### config.mk
export PLATFORM = sky130hd
export DESIGN_NAME = rnn_mem_arbiter
export DESIGN_NICKNAME = d
export VERILOG_FILES = /design/src/rtl/rnn_mem_pkg.sv /design/src/rtl/rnn_mem_arbiter_rr_arb2.sv /design/src/rtl/rnn_mem_arbiter.sv
export SDC_FILE = /design/constraint.sdc
export NUM_CORES = 1
export LEC_CHECK = 0
export CELL_PAD_IN_SITES_DETAIL_PLACEMENT = 1
export CELL_PAD_IN_SITES_GLOBAL_PLACEMENT = 1
export CORE_ASPECT_RATIO = 1.4
export CORE_UTILIZATION = 31
export DETAILED_ROUTE_END_ITERATION = 16
export PLACE_DENSITY_LB_ADDON = 0.2
export SLEW_MARGIN = 0
export SYNTH_ARGS = -nofsm -noshare
export SYNTH_HDL_FRONTEND = slang
export SYNTH_SLANG_ARGS = --single-unit
export TNS_END_PERCENT = 50
### constraint.sdc
create_clock -name clk -period 3.9 [get_ports clk]
set_input_delay 1.17 -clock clk [delete_from_list [all_inputs] [get_ports clk]]
set_output_delay 1.17 -clock clk [all_outputs]
set_load 0.1 [all_outputs]
### src/rtl/rnn_mem_pkg.sv
// Bank encodings, depths and widths for the RNN weight/IO memory; shared with the RNN core.
// addr_ok() is the single definition of a legal (sel, addr) pair.
package rnn_mem_pkg;
  localparam int ADDR_W = 17;
  localparam int DATA_W = 20;
  localparam int SEL_W  = 3;

  localparam logic [SEL_W-1:0] SEL_IN   = 3'd0;
  localparam logic [SEL_W-1:0] SEL_WIH  = 3'd1;
  localparam logic [SEL_W-1:0] SEL_WHH  = 3'd2;
  localparam logic [SEL_W-1:0] SEL_BIAS = 3'd3;
  localparam logic [SEL_W-1:0] SEL_LEN  = 3'd4;
  localparam logic [SEL_W-1:0] SEL_OUT  = 3'd5;

  // One extra bit so the output bank depth (2^ADDR_W) is representable.
  localparam logic [ADDR_W:0] DEPTH_IN   = 18'd2048;
  localparam logic [ADDR_W:0] DEPTH_WIH  = 18'd64;
  localparam logic [ADDR_W:0] DEPTH_WHH  = 18'd4096;
  localparam logic [ADDR_W:0] DEPTH_BIAS = 18'd64;
  localparam logic [ADDR_W:0] DEPTH_LEN  = 18'd1;
  localparam logic [ADDR_W:0] DEPTH_OUT  = 18'd131072;

  function automatic logic addr_ok(input logic [SEL_W-1:0] sel, input logic [ADDR_W-1:0] addr);
    logic [ADDR_W:0] a;
    a = {1'b0, addr};
    case (sel)
      SEL_IN:   return a < DEPTH_IN;
      SEL_WIH:  return a < DEPTH_WIH;
      SEL_WHH:  return a < DEPTH_WHH;
      SEL_BIAS: return a < DEPTH_BIAS;
      SEL_LEN:  return a < DEPTH_LEN;
      SEL_OUT:  return a < DEPTH_OUT;
      default:  return 1'b0;
    endcase
  endfunction
endpackage

### src/rtl/rnn_mem_arbiter_rr_arb2.sv
// Two-way round-robin arbiter (0=core, 1=host) with burst lock and starvation cap.
// Grant is combinational from req/lock and registered owner/last/burst state.
module rr_arb2 #(
  parameter int MAX_BURST = 64
) (
  input  logic       clk,
  input  logic       reset,
  input  logic [1:0] req_i,
  input  logic [1:0] lock_i,
  output logic [1:0] gnt_o,
  output logic       gnt_id_o
);
  localparam int CNT_W = $clog2(MAX_BURST + 1);

  logic             last_q, last_d;
  logic             own_vld_q, own_vld_d;
  logic             own_id_q, own_id_d;
  logic [CNT_W-1:0] burst_q, burst_d;
  logic             keep, any, gid;

  always_ff @(posedge clk or posedge reset) begin
    if (reset) begin
      last_q    <= 1'b1;
      own_vld_q <= 1'b0;
      own_id_q  <= 1'b0;
      burst_q   <= '0;
    end else begin
      last_q    <= last_d;
      own_vld_q <= own_vld_d;
      own_id_q  <= own_id_d;
      burst_q   <= burst_d;
    end
  end

  always_comb begin
    last_d    = last_q;
    own_vld_d = 1'b0;
    own_id_d  = own_id_q;
    burst_d   = '0;
    if (any) begin
      last_d = gid;
      if (lock_i[gid]) begin
        own_vld_d = 1'b1;
        own_id_d  = gid;
        if (keep)
          burst_d = (burst_q == CNT_W'(MAX_BURST)) ? burst_q : burst_q + CNT_W'(1);
        else
          burst_d = CNT_W'(1);
      end
    end
  end

  // A capped owner keeps going only while the other side stays idle.
  always_comb begin
    any  = |req_i;
    keep = own_vld_q && req_i[own_id_q] && lock_i[own_id_q] &&
           !((burst_q >= CNT_W'(MAX_BURST)) && req_i[~own_id_q]);
    gid  = 1'b0;
    if (keep)                gid = own_id_q;
    else if (req_i == 2'b10) gid = 1'b1;
    else if (req_i == 2'b11) gid = ~last_q;
    gnt_o    = any ? (gid ? 2'b10 : 2'b01) : 2'b00;
    gnt_id_o = gid;
  end
endmodule

### src/rtl/rnn_mem_arbiter.sv
// Shares the RNN weight/IO memory between core and host: range check, registered memory drive,
// 2-stage read tag pipeline (rvalid at T+2), sticky error flag. No backpressure beyond the grant.
module rnn_mem_arbiter
  import rnn_mem_pkg::*;
#(
  parameter int MAX_BURST = 64
) (
  input  logic              clk,
  input  logic              reset,
  input  logic              c_req,
  input  logic              h_req,
  input  logic              c_lock,
  input  logic              h_lock,
  input  logic [ADDR_W-1:0] c_addr,
  input  logic [ADDR_W-1:0] h_addr,
  input  logic [SEL_W-1:0]  c_sel,
  input  logic [SEL_W-1:0]  h_sel,
  input  logic [DATA_W-1:0] c_wdata,
  input  logic [DATA_W-1:0] h_wdata,
  output logic              c_gnt,
  output logic              h_gnt,
  output logic              c_rvalid,
  output logic              h_rvalid,
  output logic [DATA_W-1:0] rdata,
  output logic              err,
  output logic              err_id,
  output logic              mce,
  output logic [ADDR_W-1:0] maddr,
  output logic [SEL_W-1:0]  msel,
  output logic [DATA_W-1:0] mdata_w,
  input  logic [DATA_W-1:0] mdata_r
);
  logic [1:0]        gnt;
  logic              gid, acc, ok;
  logic [SEL_W-1:0]  a_sel;
  logic [ADDR_W-1:0] a_addr;
  logic [DATA_W-1:0] a_wdata;

  logic              mce_q, mce_d;
  logic [ADDR_W-1:0] maddr_q, maddr_d;
  logic [SEL_W-1:0]  msel_q, msel_d;
  logic [DATA_W-1:0] mdata_w_q, mdata_w_d;
  logic              t1_vld_q, t1_vld_d, t1_id_q, t1_id_d;
  logic              t2_vld_q, t2_vld_d, t2_id_q, t2_id_d;
  logic              err_q, err_d, err_id_q, err_id_d;

  rr_arb2 #(.MAX_BURST(MAX_BURST)) u_arb (
    .clk      (clk),
    .reset    (reset),
    .req_i    ({h_req, c_req}),
    .lock_i   ({h_lock, c_lock}),
    .gnt_o    (gnt),
    .gnt_id_o (gid)
  );

  always_comb begin
    a_sel   = gid ? h_sel   : c_sel;
    a_addr  = gid ? h_addr  : c_addr;
    a_wdata = gid ? h_wdata : c_wdata;
    acc     = |gnt;
    ok      = addr_ok(a_sel, a_addr);
  end

  // Out-of-range accesses are still granted but never reach the memory.
  always_comb begin
    mce_d     = acc && ok;
    maddr_d   = maddr_q;
    msel_d    = msel_q;
    mdata_w_d = mdata_w_q;
    if (mce_d) begin
      maddr_d   = a_addr;
      msel_d    = a_sel;
      mdata_w_d = a_wdata;
    end
    t1_vld_d = mce_d && (a_sel != SEL_OUT);
    t1_id_d  = gid;
    t2_vld_d = t1_vld_q;
    t2_id_d  = t1_id_q;
    err_d    = err_q | (acc && !ok);
    err_id_d = err_id_q;
    if (acc && !ok && !err_q) err_id_d = gid;
  end

  always_ff @(posedge clk or posedge reset) begin
    if (reset) begin
      mce_q     <= 1'b0;
      maddr_q   <= '0;
      msel_q    <= '0;
      mdata_w_q <= '0;
      t1_vld_q  <= 1'b0;
      t1_id_q   <= 1'b0;
      t2_vld_q  <= 1'b0;
      t2_id_q   <= 1'b0;
      err_q     <= 1'b0;
      err_id_q  <= 1'b0;
    end else begin
      mce_q     <= mce_d;
      maddr_q   <= maddr_d;
      msel_q    <= msel_d;
      mdata_w_q <= mdata_w_d;
      t1_vld_q  <= t1_vld_d;
      t1_id_q   <= t1_id_d;
      t2_vld_q  <= t2_vld_d;
      t2_id_q   <= t2_id_d;
      err_q     <= err_d;
      err_id_q  <= err_id_d;
    end
  end

  assign c_gnt    = gnt[0];
  assign h_gnt    = gnt[1];
  assign c_rvalid = t2_vld_q & ~t2_id_q;
  assign h_rvalid = t2_vld_q &  t2_id_q;
  assign rdata    = mdata_r;
  assign err      = err_q;
  assign err_id   = err_id_q;
  assign mce      = mce_q;
  assign maddr    = maddr_q;
  assign msel     = msel_q;
  assign mdata_w  = mdata_w_q;
endmodule

# Yosys cells after proc, flatten, opt, wreduce, memory -nomap -nowiden
# Cells that the tools add are included.
# totals
register_bits	57
input_bits	106
output_inout_bits	67
# classes
add_sub_neg	1
magnitude_cmp	8
n_eq_ne	10
mux	23
bitwise	6
reduce_logical	16
# op_table
operator	n
7-bit two-way mux	4
20-bit two-way mux	1
17-bit by 1-bit less-than comparator with 1-bit output, second input constant	1
17-bit by 12-bit less-than comparator with 1-bit output, second input constant	1
17-bit by 13-bit less-than comparator with 1-bit output, second input constant	1
17-bit by 7-bit less-than comparator with 1-bit output, second input constant	1
17-bit two-way mux	1
1-bit two-way mux	13
1-bit logical AND	8
7-bit by 1-bit adder with 7-bit output, second input constant	1
7-bit == test, second input constant	1
7-bit >= comparator, second input constant	1
3-bit by 2-bit == test with 1-bit output, second input constant	2
3-bit == test, second input constant	2
1-bit by 2-bit less-than comparator with 1-bit output, second input constant	3
2-bit OR reduction	3
1-bit case mux with 5 select lines	1
2-bit == test, second input constant	2
2-bit two-way mux	2
4-bit inequality test, second input constant	1
3-bit by 1-bit == test with 1-bit output, second input constant	1
1-bit zero test	3
3-bit zero test	1
3-bit two-way mux	1
5 further kinds	8

# Depth between registers and ports, before layout
# logic_depth
depth_word	14
mapped_depth	9
ltp_nobuf	7

# By module
# Synthesis repeated with hierarchy kept, for this count alone.
# unflattened
cells_unflattened	262
area_unflattened_um2	3263.1
# modules_own_cells
mod	instances	cells_each	area_each_um2
rnn_mem_arbiter	1	203	2701.3
rr_arb2	1	59	561.8

# Least setup slack after synthesis
# Ideal clock, no wire load.
# synth_timing
path_kind	input-to-output
start	input h_req
end	output c_gnt
t_arrival_ps	3149
required_time_ps	2730
slack_ps	-419
stages	6
n_path_buf	1
path_cell_list	and3_1 > a22oi_1 > o31a_1 > buf_2 > inv_4 > nor2_1
# synth_via
elab_chain_len	8
word_cells_on_any_way	17
classes_between	eq/ne: 2; mux: 9; reduce/logical: 6
# synth_lines
element	line_no	rtl
from (decl)	rnn_mem_arbiter.sv:11	input logic h_req,
1-bit two-way mux, on equally long branches (2 in a row)	rnn_mem_arbiter_rr_arb2.sv:56, rnn_mem_arbiter_rr_arb2.sv:57	
1-bit logical AND, on equally long branches	rnn_mem_arbiter_rr_arb2.sv:56, rnn_mem_arbiter_rr_arb2.sv:57	
1-bit logical AND or 1-bit zero test (tied branches)	rnn_mem_arbiter_rr_arb2.sv:56, rnn_mem_arbiter_rr_arb2.sv:57	
1-bit logical AND	rnn_mem_arbiter_rr_arb2.sv:56	keep = own_vld_q && req_i[own_id_q] && lock_i[own_id_q] &&
1-bit two-way mux *	rnn_mem_arbiter_rr_arb2.sv:59	if (keep) gid = own_id_q;
named net gid	rnn_mem_arbiter.sv:34	logic gid, acc, ok;
2-bit two-way mux * (2 in a row)	rnn_mem_arbiter_rr_arb2.sv:62	gnt_o = any ? (gid ? 2'b10 : 2'b01) : 2'b00;
to (decl)	rnn_mem_arbiter.sv:20	output logic c_gnt,
# The timed path passes the listed nets; every way through them passes the cells marked *. The select of a mux whose other input is x is not followed.

# Worst setup path after layout
# layout_timing
start	input c_req
end	output c_gnt
# layout_via
elab_chain_len	8
word_cells_on_any_way	17
classes_between	eq/ne: 2; mux: 9; reduce/logical: 6
# layout_lines
element	line_no	rtl
from (decl)	rnn_mem_arbiter.sv:10	input logic c_req,
1-bit two-way mux, on equally long branches (2 in a row)	rnn_mem_arbiter_rr_arb2.sv:56, rnn_mem_arbiter_rr_arb2.sv:57	
1-bit logical AND, on equally long branches	rnn_mem_arbiter_rr_arb2.sv:56, rnn_mem_arbiter_rr_arb2.sv:57	
1-bit logical AND or 1-bit zero test (tied branches)	rnn_mem_arbiter_rr_arb2.sv:56, rnn_mem_arbiter_rr_arb2.sv:57	
1-bit logical AND	rnn_mem_arbiter_rr_arb2.sv:56	
1-bit two-way mux *	rnn_mem_arbiter_rr_arb2.sv:59	
named net gid	rnn_mem_arbiter.sv:34	
2-bit two-way mux * (2 in a row)	rnn_mem_arbiter_rr_arb2.sv:62	
# Marked as above.

==> flow_metrics.env <==
export IMPL_min_period_ns=3.80
export IMPL_drv_slew=0
export IMPL_fp_coreArea_sq_um=9620
export IMPL_synthesis_area_sq_um=3110
export IMPL_clkPwrFrac_pct=17.9
export IMPL_antenna_found_initial=0
export IMPL_synth_largest_area_cell="dfrtp_1"
export IMPL_die_x_um=86.7
export IMPL_synth_commonest_cells="dfrtp_1, mux2_2, mux2_1, buf_4, nor2_1"
export IMPL_drive_gt1_share_pct=26.5
export IMPL_grt_pass1_wl_um=14200
export IMPL_ios=173
export IMPL_holdWs_ns=0.348
export IMPL_postSynth_asyncResetShare_pct=100
export IMPL_fin_skew_ns=0.00879
export IMPL_synth_top_flop_cell="dfrtp_1"
export IMPL_end_kind="primary output"
export IMPL_synth_seq_area_share_pct=45.9
export IMPL_avgSynthCellArea_sq_um=12.3
export IMPL_grt_start_max_net_pins=58
export IMPL_start_util_pct=32.4
export IMPL_worstPathMaxFanout=4
export IMPL_max_slew_margin_pct=33.4
export IMPL_rows=42
export IMPL_post_synth_top_count_cell="dfrtp_1"
export IMPL_diodes=0
export IMPL_cp_required_ns=2.73
export IMPL_synthCells=253
export IMPL_final_nets=489
export IMPL_synth_nets=361
export IMPL_place_area_sq_um=4480
export IMPL_drcViolationCount=0
export IMPL_synth_edff_count=0
export IMPL_cts_setup_buffers=0
export IMPL_grt_overflow_total=0
export IMPL_min_path_type="reg2reg"
export IMPL_yosys_area_top_type_share_pct=45.0
export IMPL_cts_tree="built"
export IMPL_intPower_w=0.00190
export IMPL_power_w=0.00411
export IMPL_grt_total_usage_pct=18.2
export IMPL_cp_slowest_cell="clkdlybuf4s50_1"
export IMPL_hold_viol=0
export IMPL_p_comb_share_pct=59.7
export IMPL_final_antenna_net_count=0
export IMPL_wl_per_cell_um=16.9
export IMPL_grt_pass1_vias=2773
export IMPL_first_pass_iters=3
export IMPL_drt_iter0_markers=58
export IMPL_arrival_ns=2.63
export IMPL_worstMarginPinSlew_ns=0.996
export IMPL_finalCritPeriodShare_pct=97.4
export IMPL_clk_pin_slew_ns=0.05
export IMPL_status="finished clean"
export IMPL_max_freq_mhz=263
export IMPL_switchingPower_w=0.00221
export IMPL_power_density_nw_per_um2=863
export IMPL_ys_warn_count=0
export IMPL_ctsHoldBuffers=0
export IMPL_numClockSinks=57
export IMPL_htree_levels=3
export IMPL_numPortBuffers=132
export IMPL_synthTopCellsByArea="dfrtp_1, mux2_2, mux2_1"
export IMPL_dp_final_hpwl_um=6680
export IMPL_cap_violations=0
export IMPL_seq_power_share_pct=22.4
export IMPL_p_sw_share_pct=53.7
export IMPL_synth_cell_types=41
export IMPL_cts_buffer_depth=2
export IMPL_clock_latency_ns=0.33
export IMPL_rsz0062_at_grt="false"
export IMPL_finalInstanceArea_sq_um=4760
export IMPL_max_stage_delay_ns=0.51
export IMPL_crit_chain="clkdlybuf4s50_1 > a21boi_1 > and2_1 > o31a_2 > inv_4 > nor2_4 > buf_12"
export IMPL_clockRootBuffer="clkbuf_16"
export IMPL_setup_tns_ns=0
export IMPL_crit_type="in2out"
export IMPL_start_kind="input pin"
export IMPL_area_growth_pct=53.1
export IMPL_vias=2477
export IMPL_post_cts_resized=0
export IMPL_routed_wl_um=8750
export IMPL_peakVddDrop_uv=603
export IMPL_ys_ff_latch=57
export IMPL_viasPerCell=4.79
export IMPL_place_gp_congestion=0.766
export IMPL_die_area_sq_um=10400
export IMPL_setup_viol=0
export IMPL_die_height_um=121
export IMPL_p_leak_nw=1.93
export IMPL_numCtsBuffers=9
## final cells by class
cell class / count / area [sq um]
fill: 1020 / 4850
clock buffer: 13 / 270
sequential: 57 / 1430
timing repair buffer: 146 / 1410
clock inverter: 2 / 12.5
tap: 132 / 165
inverter: 5 / 21.3
multi-input combinational: 162 / 1460
## power by group through the flow
stage          sequential (W)  combinational [W]  clock [W]
5_1_grt              0.000949            0.00253   0.000779
3_3_place_gp         0.000918            0.00245          0
4_1_cts              0.000925            0.00247   0.000755
2_1_floorplan         0.00239           0.000458          0
6_report             0.000921            0.00245   0.000737
3_5_place_dp         0.000929            0.00247          0
## path summary, 6_finish.rpt
path | start | to | slack (ns) | cells after the start
setup / recovery | c_req | c_gnt | 0.10 | 7
hold / removal | t1_id_q$_DFF_PP0_ | t2_id_q$_DFF_PP0_ | 0.35 | 0
setup reg to reg | u_arb.own_id_q$_DFFE_PP0P_ | mdata_w[10]$_DFFE_PP0P_ | 1.25 | 9
hold reg to reg | t1_id_q$_DFF_PP0_ | t2_id_q$_DFF_PP0_ | 0.35 | 0
max in group asynchronous | reset | t1_vld_q$_DFF_PP0_ | 2.03 | 3
min in group asynchronous | reset | mdata_w[13]$_DFFE_PP0P_ | 1.38 | 3
## sequential cells by signal, summed over array words and instances (netlist names), 3 cells and up
| name | count |
|---|---|
| maddr | 17 |
| u_arb.burst_q | 7 |
| msel | 3 |
| mdata_w | 20 |
## cells in the final DEF, fill, tap and decap left out, drive strengths merged, types with 3 or more instances in the layout
cell type	count
clkdlybuf4s50	111
mux2	82
dfrtp	56
buf	35
nor2	15
clkbuf	13
nand2	6
nor4	5
nor4b	5
nand3	5
inv	5
nand2b	3
a22oi	3
nor3	3
xnor2	3
xor2	3
## metal layers
layer | share of wire (%) | track usage (%) | up-vias
met5 | 0 | 0 | -
met4 | 2.9 | 10.0 | 0
met3 | 5.5 | 4.78 | 18
met2 | 54 | 32.4 | 80
met1 | 37 | 19.3 | 1238
li1 | - | - | 1141
## worst max-delay path: cells and delay by family
| kind | cells | cell delay, ns |
|---|---|---|
| buffers and inverters | 3 | 0.78 |
| and+or+nand+nor | 2 | 0.22 |
| AOI/OAI and AO/OA | 2 | 0.46 |
## per-stage QoR
| stage | utilization [%] | std cells | setup WS (ns) |
|---|---|---|---|
| 2_1_floorplan | - | 253 | 0.0890 |
| 3_3_place_gp | 46.6 | 502 | 0.116 |
| 3_5_place_dp | 46.6 | 502 | 0.0509 |
| 4_1_cts | 49.5 | 517 | 0.0387 |
| 5_1_grt | 49.5 | 517 | 0.0181 |
| 6_report | 49.5 | 517 | 0.100 |
## logic make-up (layout without fill, tap and decap cells)
kind of cell | count (synthesis) | after routing | synth area share, %
multiplexers | 84 | 84 | 30.4
flip-flops | 57 | 57 | 45.9
AND/OR/NAND/NOR | 54 | 54 | 9.45
buffers and inverters | 34 | 166 | 7.60
AO/OA/AOI/OAI | 16 | 16 | 4.14
XOR/XNOR | 6 | 6 | 1.69
adder cells (fa/ha/maj) | 2 | 2 | 0.804
No activity file was read; power rests on OpenSTA's default activity.
